**config.mk**
```make
export PLATFORM = sky130hd
export DESIGN_NAME = instr_decode_unit
export DESIGN_NICKNAME = d
export VERILOG_FILES = /design/src/rtl/instr_decode_unit_pkg.sv /design/src/rtl/instr_decode_unit_imm_gen.sv /design/src/rtl/instr_decode_unit.sv
export SDC_FILE = /design/constraint.sdc
export NUM_CORES = 1
export LEC_CHECK = 0
export ABC_CLOCK_PERIOD_IN_PS = 7300
export BUFFER_PORTS_ARGS = -buffer_cell sky130_fd_sc_hd__buf_2
export CELL_PAD_IN_SITES_DETAIL_PLACEMENT = 0
export CELL_PAD_IN_SITES_GLOBAL_PLACEMENT = 2
export CORE_MARGIN = 2
export CORE_UTILIZATION = 25
export DETAILED_ROUTE_END_ITERATION = 6
export GPL_TIMING_DRIVEN = 0
export PLACE_DENSITY = 0.75
export SYNTH_ARGS = -nofsm -noshare
export SYNTH_HDL_FRONTEND = slang
export SYNTH_HIERARCHICAL = 1
export SYNTH_SLANG_ARGS = --single-unit
export TNS_END_PERCENT = 30
```
**constraint.sdc**
```tcl
create_clock -name clk_i -period 7.3 [get_ports clk_i]
set_input_delay 0.365 -clock clk_i [delete_from_list [all_inputs] [get_ports clk_i]]
set_output_delay 0.365 -clock clk_i [all_outputs]
set_load 0.01 [all_outputs]
```
**src/rtl/instr_decode_unit_pkg.sv**
```systemverilog
// Shared types for the instruction decode slice: op classes, RV32I major
// opcodes, the registered decode record and the opcode classifier.
package data_types;

    typedef logic [31:0] word32_t;

    typedef enum logic [2:0] {
        OTHER   = 3'd0,
        ALU     = 3'd1,
        ALU_IMM = 3'd2,
        LOAD    = 3'd3,
        STORE   = 3'd4,
        BRANCH  = 3'd5,
        JUMP    = 3'd6,
        LUI     = 3'd7
    } op_class_e;

    localparam logic [6:0] OPC_BRANCH = 7'b1100011;
    localparam logic [6:0] OPC_JALR   = 7'b1100111;
    localparam logic [6:0] OPC_JAL    = 7'b1101111;
    localparam logic [6:0] OPC_LOAD   = 7'b0000011;
    localparam logic [6:0] OPC_STORE  = 7'b0100011;
    localparam logic [6:0] OPC_OP     = 7'b0110011;
    localparam logic [6:0] OPC_OP_IMM = 7'b0010011;
    localparam logic [6:0] OPC_LUI    = 7'b0110111;

    typedef struct packed {
        logic       valid;
        op_class_e  cls;
        logic [4:0] rd;
        logic [4:0] rs1;
        logic [4:0] rs2;
        logic [2:0] funct3;
        word32_t    imm;
        word32_t    raw;
    } decoded_instr_t;

    function automatic op_class_e classify(input logic [6:0] opc);
        op_class_e c;
        case (opc)
            OPC_OP:            c = ALU;
            OPC_OP_IMM:        c = ALU_IMM;
            OPC_LOAD:          c = LOAD;
            OPC_STORE:         c = STORE;
            OPC_BRANCH:        c = BRANCH;
            OPC_JALR, OPC_JAL: c = JUMP;
            OPC_LUI:           c = LUI;
            default:           c = OTHER;
        endcase
        return c;
    endfunction

    function automatic logic is_ctrl(input op_class_e c);
        return (c == BRANCH) || (c == JUMP);
    endfunction

endpackage

```
**src/rtl/instr_decode_unit_imm_gen.sv**
```systemverilog
// Immediate extraction for RV32I formats, selected by op class.
// All formats sign-extend from instr[31].
module instr_decode_unit_imm_gen
    import data_types::*;
(
    input  logic [31:0] i_instr,
    input  op_class_e   i_class,
    output logic [31:0] o_imm
);

    logic [31:0] w_imm_i;
    logic [31:0] w_imm_s;
    logic [31:0] w_imm_b;
    logic [31:0] w_imm_j;
    logic [31:0] w_imm_u;

    assign w_imm_i = {{20{i_instr[31]}}, i_instr[31:20]};
    assign w_imm_s = {{20{i_instr[31]}}, i_instr[31:25], i_instr[11:7]};
    assign w_imm_b = {{19{i_instr[31]}}, i_instr[31], i_instr[7], i_instr[30:25],
                      i_instr[11:8], 1'b0};
    assign w_imm_j = {{11{i_instr[31]}}, i_instr[31], i_instr[19:12], i_instr[20],
                      i_instr[30:21], 1'b0};
    assign w_imm_u = {i_instr[31:12], 12'b0};

    // Pick the format matching the class; JUMP splits into JAL (J) and JALR (I).
    always_comb begin
        o_imm = '0;
        case (i_class)
            ALU_IMM, LOAD: o_imm = w_imm_i;
            STORE:         o_imm = w_imm_s;
            BRANCH:        o_imm = w_imm_b;
            JUMP:          o_imm = (i_instr[6:0] == OPC_JAL) ? w_imm_j : w_imm_i;
            LUI:           o_imm = w_imm_u;
            default:       o_imm = '0;
        endcase
    end

endmodule

```
**src/rtl/instr_decode_unit.sv**
```systemverilog
// Instruction decode stage: pops the IQ head, decodes it into a single
// registered output stage with valid/ready to dispatch, limits the number of
// unresolved branches/jumps in flight and flushes on a mispredict.
module instr_decode_unit
    import data_types::*;
#(
    parameter int unsigned MAX_BR_INFLIGHT = 2
) (
    input  logic        clk_i,
    input  logic        reset_i,
    input  logic        iq_empty_i,
    input  logic [31:0] iq_instr_i,
    output logic        iq_read_o,
    input  logic        cond_eval_i,
    input  logic        corr_pred_i,
    output logic        dec_valid_o,
    input  logic        dec_ready_i,
    output logic [2:0]  dec_class_o,
    output logic [4:0]  dec_rd_o,
    output logic [4:0]  dec_rs1_o,
    output logic [4:0]  dec_rs2_o,
    output logic [2:0]  dec_funct3_o,
    output logic [31:0] dec_imm_o,
    output logic [31:0] dec_raw_o,
    output logic        br_stall_o,
    output logic        flush_o
);

    typedef enum logic [1:0] {
        RUN      = 2'd0,
        STALL_BR = 2'd1,
        FLUSH    = 2'd2
    } state_e;

    localparam logic [2:0] BR_MAX = 3'(MAX_BR_INFLIGHT);

    state_e         r_state;
    logic [2:0]     r_br_cnt;
    decoded_instr_t r_dec;

    op_class_e      w_head_class;
    logic [31:0]    w_head_imm;
    decoded_instr_t w_next;
    logic           w_mispredict;
    logic           w_stall_cond;
    logic           w_pop;
    logic           w_br_inc;
    logic           w_br_dec;

    assign w_head_class = classify(iq_instr_i[6:0]);

    instr_decode_unit_imm_gen u_imm_gen (
        .i_instr (iq_instr_i),
        .i_class (w_head_class),
        .o_imm   (w_head_imm)
    );

    assign w_mispredict = cond_eval_i & ~corr_pred_i;
    assign w_stall_cond = ~iq_empty_i & is_ctrl(w_head_class) & (r_br_cnt == BR_MAX);
    assign w_pop        = ~reset_i & (r_state == RUN) & ~iq_empty_i
                        & (~r_dec.valid | dec_ready_i) & ~w_stall_cond & ~w_mispredict;
    assign w_br_inc     = w_pop & is_ctrl(w_head_class);
    assign w_br_dec     = cond_eval_i & (r_br_cnt != 3'd0);

    // Build the decode record for the current IQ head.
    always_comb begin
        w_next        = '0;
        w_next.valid  = 1'b1;
        w_next.cls    = w_head_class;
        w_next.rd     = ((w_head_class == STORE) || (w_head_class == BRANCH))
                      ? 5'd0 : iq_instr_i[11:7];
        w_next.rs1    = (w_head_class == LUI) ? 5'd0 : iq_instr_i[19:15];
        w_next.rs2    = ((w_head_class == ALU) || (w_head_class == STORE) ||
                         (w_head_class == BRANCH)) ? iq_instr_i[24:20] : 5'd0;
        w_next.funct3 = iq_instr_i[14:12];
        w_next.imm    = w_head_imm;
        w_next.raw    = iq_instr_i;
    end

    // Control FSM: branch-limit stall and one-cycle flush recovery.
    // RUN only parks in STALL_BR when no resolution arrives in the same cycle;
    // otherwise the count drops and the limit is re-evaluated next cycle.
    always_ff @(posedge clk_i) begin
        if (reset_i) begin
            r_state <= RUN;
        end else if (w_mispredict) begin
            r_state <= FLUSH;
        end else begin
            case (r_state)
                RUN:      if (w_stall_cond && !cond_eval_i) r_state <= STALL_BR;
                STALL_BR: if (cond_eval_i) r_state <= RUN;
                FLUSH:    r_state <= RUN;
                default:  r_state <= RUN;
            endcase
        end
    end

    // Unresolved branch/jump counter; a mispredict discards everything in flight.
    always_ff @(posedge clk_i) begin
        if (reset_i || w_mispredict) begin
            r_br_cnt <= '0;
        end else if (w_br_inc && !w_br_dec) begin
            r_br_cnt <= r_br_cnt + 3'd1;
        end else if (w_br_dec && !w_br_inc) begin
            r_br_cnt <= r_br_cnt - 3'd1;
        end
    end

    // Output stage: load on pop, drain on accept, drop staged instr on flush.
    always_ff @(posedge clk_i) begin
        if (reset_i) begin
            r_dec <= '0;
        end else if (w_mispredict) begin
            r_dec.valid <= 1'b0;
        end else if (w_pop) begin
            r_dec <= w_next;
        end else if (dec_ready_i) begin
            r_dec.valid <= 1'b0;
        end
    end

    assign iq_read_o    = w_pop;
    assign flush_o      = w_mispredict & ~reset_i;
    assign br_stall_o   = (r_state == STALL_BR);
    assign dec_valid_o  = r_dec.valid;
    assign dec_class_o  = r_dec.cls;
    assign dec_rd_o     = r_dec.rd;
    assign dec_rs1_o    = r_dec.rs1;
    assign dec_rs2_o    = r_dec.rs2;
    assign dec_funct3_o = r_dec.funct3;
    assign dec_imm_o    = r_dec.imm;
    assign dec_raw_o    = r_dec.raw;

endmodule

```
==> results of run 1 <==
==> final timing paths <==
path	from	endpoint	cells past startpoint
setup / recovery	r_state[1]	r_br_cnt[2]	11
hold / removal	cond_eval_i	r_state[0]	2
setup reg to reg	r_state[1]	r_br_cnt[2]	11
hold reg to reg	r_state[1]	r_state[0]	1
==> power groups by stage <==
| stage | combinational [µW] | sequential [µW] | clock (µW) |
|---|---|---|---|
| after floorplan | 58.0 | 517 | 0 |
| after global placement | 117 | 512 | 0 |
| after detailed placement | 119 | 513 | 0 |
| after CTS | 119 | 502 | 516 |
| after global routing | 131 | 503 | 534 |
| final | 119 | 502 | 504 |
==> cell families after synthesis <==
group           Yosys count
compound gates          189
xor+xnor                  3
fa+ha+maj                 2
buf+inv                  56
flops                    88
mux                       2
simple gates            159
==> layout by cell type, fill, tap and decap left out, types with 2 or more instances in the layout <==
cell type | synthesis | layout
a21oi_1 | 69 | 69
nor2_1 | 9 | 9
o211ai_1 | 8 | 8
o21ai_1 | 38 | 38
nor2b_1 | 3 | 3
dfxtp_1 | 88 | 88
and4b_1 | 2 | 2
a21o_1 | 11 | 11
a31oi_1 | 3 | 3
inv_1 | 4 | 4
o21ai_2 | 2 | 2
buf_8 | 3 | 3
buf_2 | 16 | 141
nor4_1 | 3 | 3
clkbuf_2 | 4 | 4
o21ai_0 | 41 | 41
clkinvlp_4 | 0 | 2
clkbuf_16 | 0 | 9
clkbuf_1 | 19 | 20
buf_6 | 4 | 4
nand2_1 | 11 | 11
and3_1 | 4 | 4
nor3_1 | 4 | 4
nand2b_1 | 20 | 20
nand3_1 | 69 | 69
xor2_1 | 2 | 2
a22o_1 | 4 | 4
nand4_1 | 15 | 15
buf_4 | 4 | 4
and2_1 | 6 | 6
bufinv_16 | 0 | 2
==> state kept, by name, summed over array words and instances, names as in the netlist <==
register	flops
dec_rs1_o	5
dec_valid_o	1
r_br_cnt	3
dec_funct3_o	2
dec_imm_o	32
dec_rs2_o	5
dec_class_o	3
dec_raw_o	30
dec_rd_o	5
r_state	2
==> final cells by class <==
class	count	area, µm²
clock inverters	5	80.1
multi-input cells	355	2070
clock buffers	11	243
repair buffers	125	626
plain buffers	51	312
inverters	5	18.8
flip-flops and latches	88	1760
fillers	1765	11000
well taps	220	275
==> critical path, stage by stage, from the launching register on <==
cell	delay, ns
dfxtp_1	0.32
nor4_1	0.32
nand3_1	0.44
buf_2	0.35
buf_2	0.20
nor3_1	0.25
ha_1	0.22
inv_1	0.06
fa_1	0.38
xor2_1	0.16
or3_1	0.31
a21oi_1	0.14
==> routing by layer <==
layer | global-route usage [%] | vias up
met3 | 4.75 | 17
met5 | 0 | -
li1 | - | 2089
met2 | 26.1 | 153
met1 | 23.0 | 2038
met4 | 5.44 | 0
==> through the flow <==
stage          setup slack [ns]  total power [µW]
2_1_floorplan              4.65               575
3_3_place_gp               3.98               629
3_5_place_dp               3.88               632
4_1_cts                    4.01              1140
5_1_grt                    3.90              1170
6_report                   4.06              1130
==> impl_results.md, run 1 <==
* Final period utilization at 44.4%
* Dominant cell type by area after synthesis: dfxtp_1
* Xor/xnor cell area share of the yosys netlist at 0.631%
* Max-slew headroom at 56.3%
* Yosys reg bits at 88
* Sw frac at 24.9%
* # DRC at 0
* Mapped Cells at 499
* Synthesized cell area at 4170 µm²
* Clock sinks at 88
* Antenna diodes at 0
* 1st-pass router iterations at 5
* Crit path DAT at 3.53 ns
* First-pass GRT wire length at 23.1 mm
* Initial antenna violation count at 0
* Setup TNS at 0 ns
* Cell Rows at 47
* Cell Int Power at 845 µW
* Startpoint types: register
* Worst hold margin at 0.221 ns
* Final Max Tran Viols at 0
* Hold Buf Count CTS at 0
* CTS clk-pin slew, worst paths at roughly 0.070 ns
* Post-CTS Setup Bufs at 0
* 1st-iter DRT viols at 286
* Outcome: finished, final reports clean
* Period minus WS final at around 3.2 ns
* Pwr dens at around 210 nW/µm²
* Syn nets at 539
* Commonest cells post-synth: dfxtp_1 (88), a21oi_1 (69), nand3_1 (69), o21ai_0 (41), o21ai_1 (38)
* Post-Synth Adder-Cell Area at 0.781%
* Ys Warns at 6
* Yosys cell types at between 60 and 70
* CTS Buf Count at 9
* WP data required at 7.58 ns
* Share of cells above drive strength 1 at 29.1%
* Met3 WL at 1.04 mm
* LEAKAGE at 0.00230 µW
* Worst Skew at 0.0103 ns
* Fmax achieved at around 0.31 GHz
* Initial Util at 25.4%
* VDD IR-drop max at 0.000101 V
* Ranking of synthesized cells by area: dfxtp_1 (42%), a21oi_1 (8.3%), nand3_1 (8.3%)
* ANT nets after route at 0
* IO Pins at 127
* MaxCap Viol Count at 0
* Crit path capture type: register
* EDFF count, synth at 0
* Latest clock arrival within the worst-skew pair at 0.35 ns
* Mean Syn Cell Area at roughly 8.3 µm²
* R2R Setup Slk at 4.06 ns
* Maximum clock path buffer count at 2
* Cell area after layout at approximately 5400 µm²
* Vias in the first global route at around 4,200
* Final Core Density at 32.8%
* DR vias at roughly 4,300
* Resize count post-CTS at 0
* Remaining Overflow, GRT at 0
* Worst Tran Pin Value at 0.655 ns
* Quantity of I/O buffers inserted on ports at roughly 130
* Root buf cell: clkbuf_16
* Vert. Die Dim at roughly 130 µm
* Met1 Wirelength at roughly 7 mm
* Comb pwr share at between 10% and 20%
* CTS tree: built
* Placed wire-length estimate at about 11 mm
* Post-Synth Simple-Gate Area at 22.2%
* Hold Crit Class: input port to register
* DR vias/cell at 5.00
* Nets at 675
* Post-synth ARST share at 0%
* H-tree lvl count at 3
* Met2 routed WL at between 6 and 7 mm
* DRT Wirelength at between 15 and 20 mm
* Placed cell areas at between 5000 and 6000 µm²
* Switching pwr at 280 µW
* Largest net degree at the start of global routing at 15
* Largest family of logic cells by synthesized area: compound AO/OA/AOI/OAI gates
* Core area at roughly 16,000 µm²
* GP Congestion at 0.793
* Most used DFF post-synth: dfxtp_1
* Sequential Power Share at about 45%
* DR top layer: met4
* Hold Vio Cnt, Final at 0
* Die Area at 17,700 µm²
* Final non-filler cell total at 860
* Register area share after synthesis at a little over two fifths
* Kind of critical path: register to register
* Worst Path Max Fanout at 10
* WL/cell at 17.4 µm
* Yosys top cell area share at between 40% and 50%
* Die W at 133 µm
* Post-synthesis mux area share at 0.511%
* RSZ-0062 raised after global routing: no
* Cells after DPL at ~840
* Final Setup Violations at 0
* Count leader, synth: dfxtp_1
* Layout area overhead at 29.4%
* GRT Resource Usage Total at 17.0%
* Complex-gate fraction of the synthesized area at 25.7%
* Clock power share at approximately 45%
Note: power is estimated with default switching activity, not from simulation.
==> run 2: changes to the inputs <==
- ABC_AREA: unset -> 1
- ABC_CLOCK_PERIOD_IN_PS: 7300 -> 3050
- PLACE_DENSITY: 0.75 -> 0.78
- clock period: 7.3 -> 3.05 ns (I/O delays scaled with it)
==> run 2 against run 1 <==
Combinational power increased to 3.6 times the previous value. Synthesized cell count increased by 32%. Largest cell class unchanged. Critical path depth increased by 7. Utilization decreased by 0.28 points. Total power increased by 150%. Register-to-register slack got worse by 3.6 ns. Clock skew decreased by 0.00078 ns. Final cell count increased by 19%. Critical endpoint unchanged. Die area increased by 7.2%.
==> impl_results.md, run 2 <==
* Outcome: finished, final reports clean
* Core area at 17,400 µm² (+6.2%)
* Commonest cells post-synth: nand2_1 (174), nor2_1 (124), dfxtp_1 (88), nand3_1 (52), nand3b_1 (44)
* ANT nets after route at 0 (unchanged)
* EDFF count, synth at 0 (unchanged)
* CTS clk-pin slew, worst paths at 0.07 ns (about the same)
* Yosys cell types at 32 (-48%)
* # DRC at 0 (unchanged)
* GP Congestion at 0.790 (-0.45%)
* Final Max Tran Viols at 0 (unchanged)
* Max reg flops at 32 (unchanged)
* Initial antenna violation count at 0 (unchanged)
* Antenna diodes at 0 (unchanged)
* Worst path top cell family by delay: buffers and inverters
* Layout area overhead at 26.8%
* 1st-pass router iterations at 4 (-1)
* Maximum clock path buffer count at 2 (unchanged)
* Yosys reg bits at 88 (unchanged)
* GRT Resource Usage Total at 15.9% (-1.1 points)
* Setup ws final at 0.455 ns (-3.60 ns)
* Count leader, synth: nand2_1
* Crit-path max cell delay at 0.52 ns (+0.08 ns)
* Crit path DAT at 2.83 ns (-0.70 ns)
* CTS Buf Count at 9 (unchanged)
* R2R Setup Slk at 0.50 ns (-3.56 ns)
* Post-synth ARST share at 0% (unchanged)
* Most common cell after layout, fill and taps aside: nand2_1
* WP buf/inv at 7 (+4)
* Placed wire-length estimate at 11.3 mm (-2.0%)
* Share of cells above drive strength 1 at 24.6% (-4.5 points)
* Remaining Overflow, GRT at 0 (unchanged)
* Register area share after synthesis at 39.4% (-2.9 points)
* Worst R2R Path Depth at 15 (+4)
* WL/cell at 14.3 µm (-18%)
* Kind of critical path: input port to register
* Max-slew headroom at 55.8% (-0.49 points)
* DRT Wirelength at 14.6 mm (-2.6%)
* Worst Tran Pin Value at 0.655 ns (+0.000416 ns)
* Die W at 138 µm (+3.5%)
* Vert. Die Dim at 138 µm (+3.5%)
* RSZ-0062 raised after global routing: no
* MaxCap Viol Count at 0 (unchanged)
* Crit Reg-Reg Startpoint: r_state[1]
* Mean Syn Cell Area at 6.81 µm² (-18%)
* Yosys top cell area share at 39.4% (-2.9 points)
* Most frequent cells in the layout: nand2_1 (174), buf_2 (144), nor2_1 (124)
* LEAKAGE at 0.00283 µW (+23%)
* Hold Vio Cnt, Final at 0 (unchanged)
* DR vias/cell at 4.30 (-14%)
* Dominant cell type by area after synthesis: dfxtp_1
* Period minus WS final at 2.59 ns
* H-tree lvl count at 3 (unchanged)
* Crit path capture type: register
* Setup TNS at 0 ns (unchanged)
* Cell Rows at 48 (+2.1%)
* Final Setup Violations at 0 (unchanged)
* Worst Path Max Fanout at 10 (unchanged)
* Synthesized cell area at 4470 µm² (+7.4%)
* Hold Crit Class: input port to register
* HP Start: dec_ready_i
* Vias in the first global route at 4,275 (+1.4%)
* Nets at 834 (+24%)
* Most used DFF post-synth: dfxtp_1
* Reg2reg end: r_br_cnt[2]
* IO Pins at 127 (unchanged)
* Slowest stage cell, crit path: dlygate4sd3_1
* Largest net degree at the start of global routing at 14 (-1)
* Resize count post-CTS at 0 (unchanged)
* Ys Warns at 6 (unchanged)
* Worst hold path cell count at 4 (+2)
* Root buf cell: clkbuf_16
* First-pass GRT wire length at 22.9 mm (-0.72%)
* Quantity of I/O buffers inserted on ports at 125 (unchanged)
* 1st-iter DRT viols at 230 (-20%)
* WP data required at 3.29 ns (-4.29 ns)
* VDD IR-drop max at 0.000251 V (+150%)
* Mapped Cells at 657 (+32%)
* Ranking of synthesized cells by area: dfxtp_1 (39%), nand2_1 (15%), nor2_1 (10%)
* Pwr dens at 489 nW/µm² (+130%)
* Latest clock arrival within the worst-skew pair at 0.35 ns (about the same)
* Initial Util at 25.7% (+0.30 points)
* Syn nets at 697 (+29%)
* CP Cell Sequence: dlygate4sd3_1 > buf_2 > nor2_1 > nor2_2 > inv_2 > nor2_8 > nand2_4 > inv_4 > buf_6 > nand2_1 > inv_1 > ha_1 > inv_1 > fa_1 > o21ai_0 > a21oi_1 > o21ai_0 > a21oi_1
* CP Launch Point: corr_pred_i
* Worst Skew at 0.00952 ns (-0.000782 ns)
* Clock sinks at 88 (unchanged)
* Die Area at 19,000 µm² (+7.2%)
* Final period utilization at 85.1%
* Startpoint types: input port
* DR vias at 4,397 (+2.3%)
* CTS tree: built
* Worst hold endpoint: dec_valid_o
* Worst setup slack after placement at 0.461 ns (-3.42 ns)
* Fmax achieved at 0.385 GHz
-- run 2: cell families after synthesis --
family,after synthesis,share of synthesized area [%]
buf+inv,91,10.3
simple gates,416,42.0
fa+ha+maj,2,0.727
flops,88,39.4
compound gates,59,7.38
xor+xnor,1,0.196
-- run 2: worst min-delay path, cell delays in order --
cell and delay [ns]:
buf_2 0.07, inv_1 0.03, nand2_1 0.07, a21oi_1 0.06
-- run 2: layout make-up --
| cell class | count | area [µm²] |
|---|---|---|
| multi-input cells | 478 | 2250 |
| fillers | 2018 | 11700 |
| clock buffers | 12 | 236 |
| flip-flops and latches | 88 | 1760 |
| inverters | 50 | 191 |
| well taps | 225 | 282 |
| plain buffers | 41 | 270 |
| clock inverters | 3 | 43.8 |
| repair buffers | 126 | 636 |
-- run 2: power by group --
part	switching, µW	internal (µW)
clock network	475	633
logic	257	166
registers	31.2	1210
total	763	2010
-- run 2: worst max-delay path by stage --
stage	slack, ns	to	cells past startpoint
3_3_place_gp	0.46	r_br_cnt[2]	18
2_1_floorplan	0.79	r_br_cnt[2]	15
4_1_cts	0.44	r_br_cnt[2]	18
3_5_place_dp	0.46	r_br_cnt[2]	18
5_1_grt	0.11	r_br_cnt[2]	18
6_report	0.46	r_br_cnt[2]	18
-- run 2: repair_timing --
item                       in CTS  in global routing
hold endpoints to repair        1                  0
hold buffers                    1                  0
setup endpoints to repair       0                  0
buffers inserted                0                  0
-- run 2: stage by stage --
stage | cell area, µm² | hold WS [ns] | util, % | cells | power, µW
final | 5670 | 0.0964 | 32.6 | 1023 | 2770
after global routing | 5670 | 0.127 | 32.6 | 1023 | 2910
after CTS | 5670 | 0.0899 | 32.6 | 1023 | 2810
after detailed placement | 5380 | 0.353 | 30.9 | 1007 | 1700
after global placement | 5380 | 0.356 | 30.9 | 1007 | 1690
after floorplan | 4470 | 0.229 | - | 657 | 1520
-- run 2: layer usage --
layer | vias up | GRT usage (%) | wire (µm)
li1 | 2338 | - | -
met1 | 1953 | 22.1 | 7240
met2 | 93 | 25.4 | 6540
met3 | 13 | 2.98 | 706
met4 | 0 | 3.97 | 136
met5 | - | 0 | 0
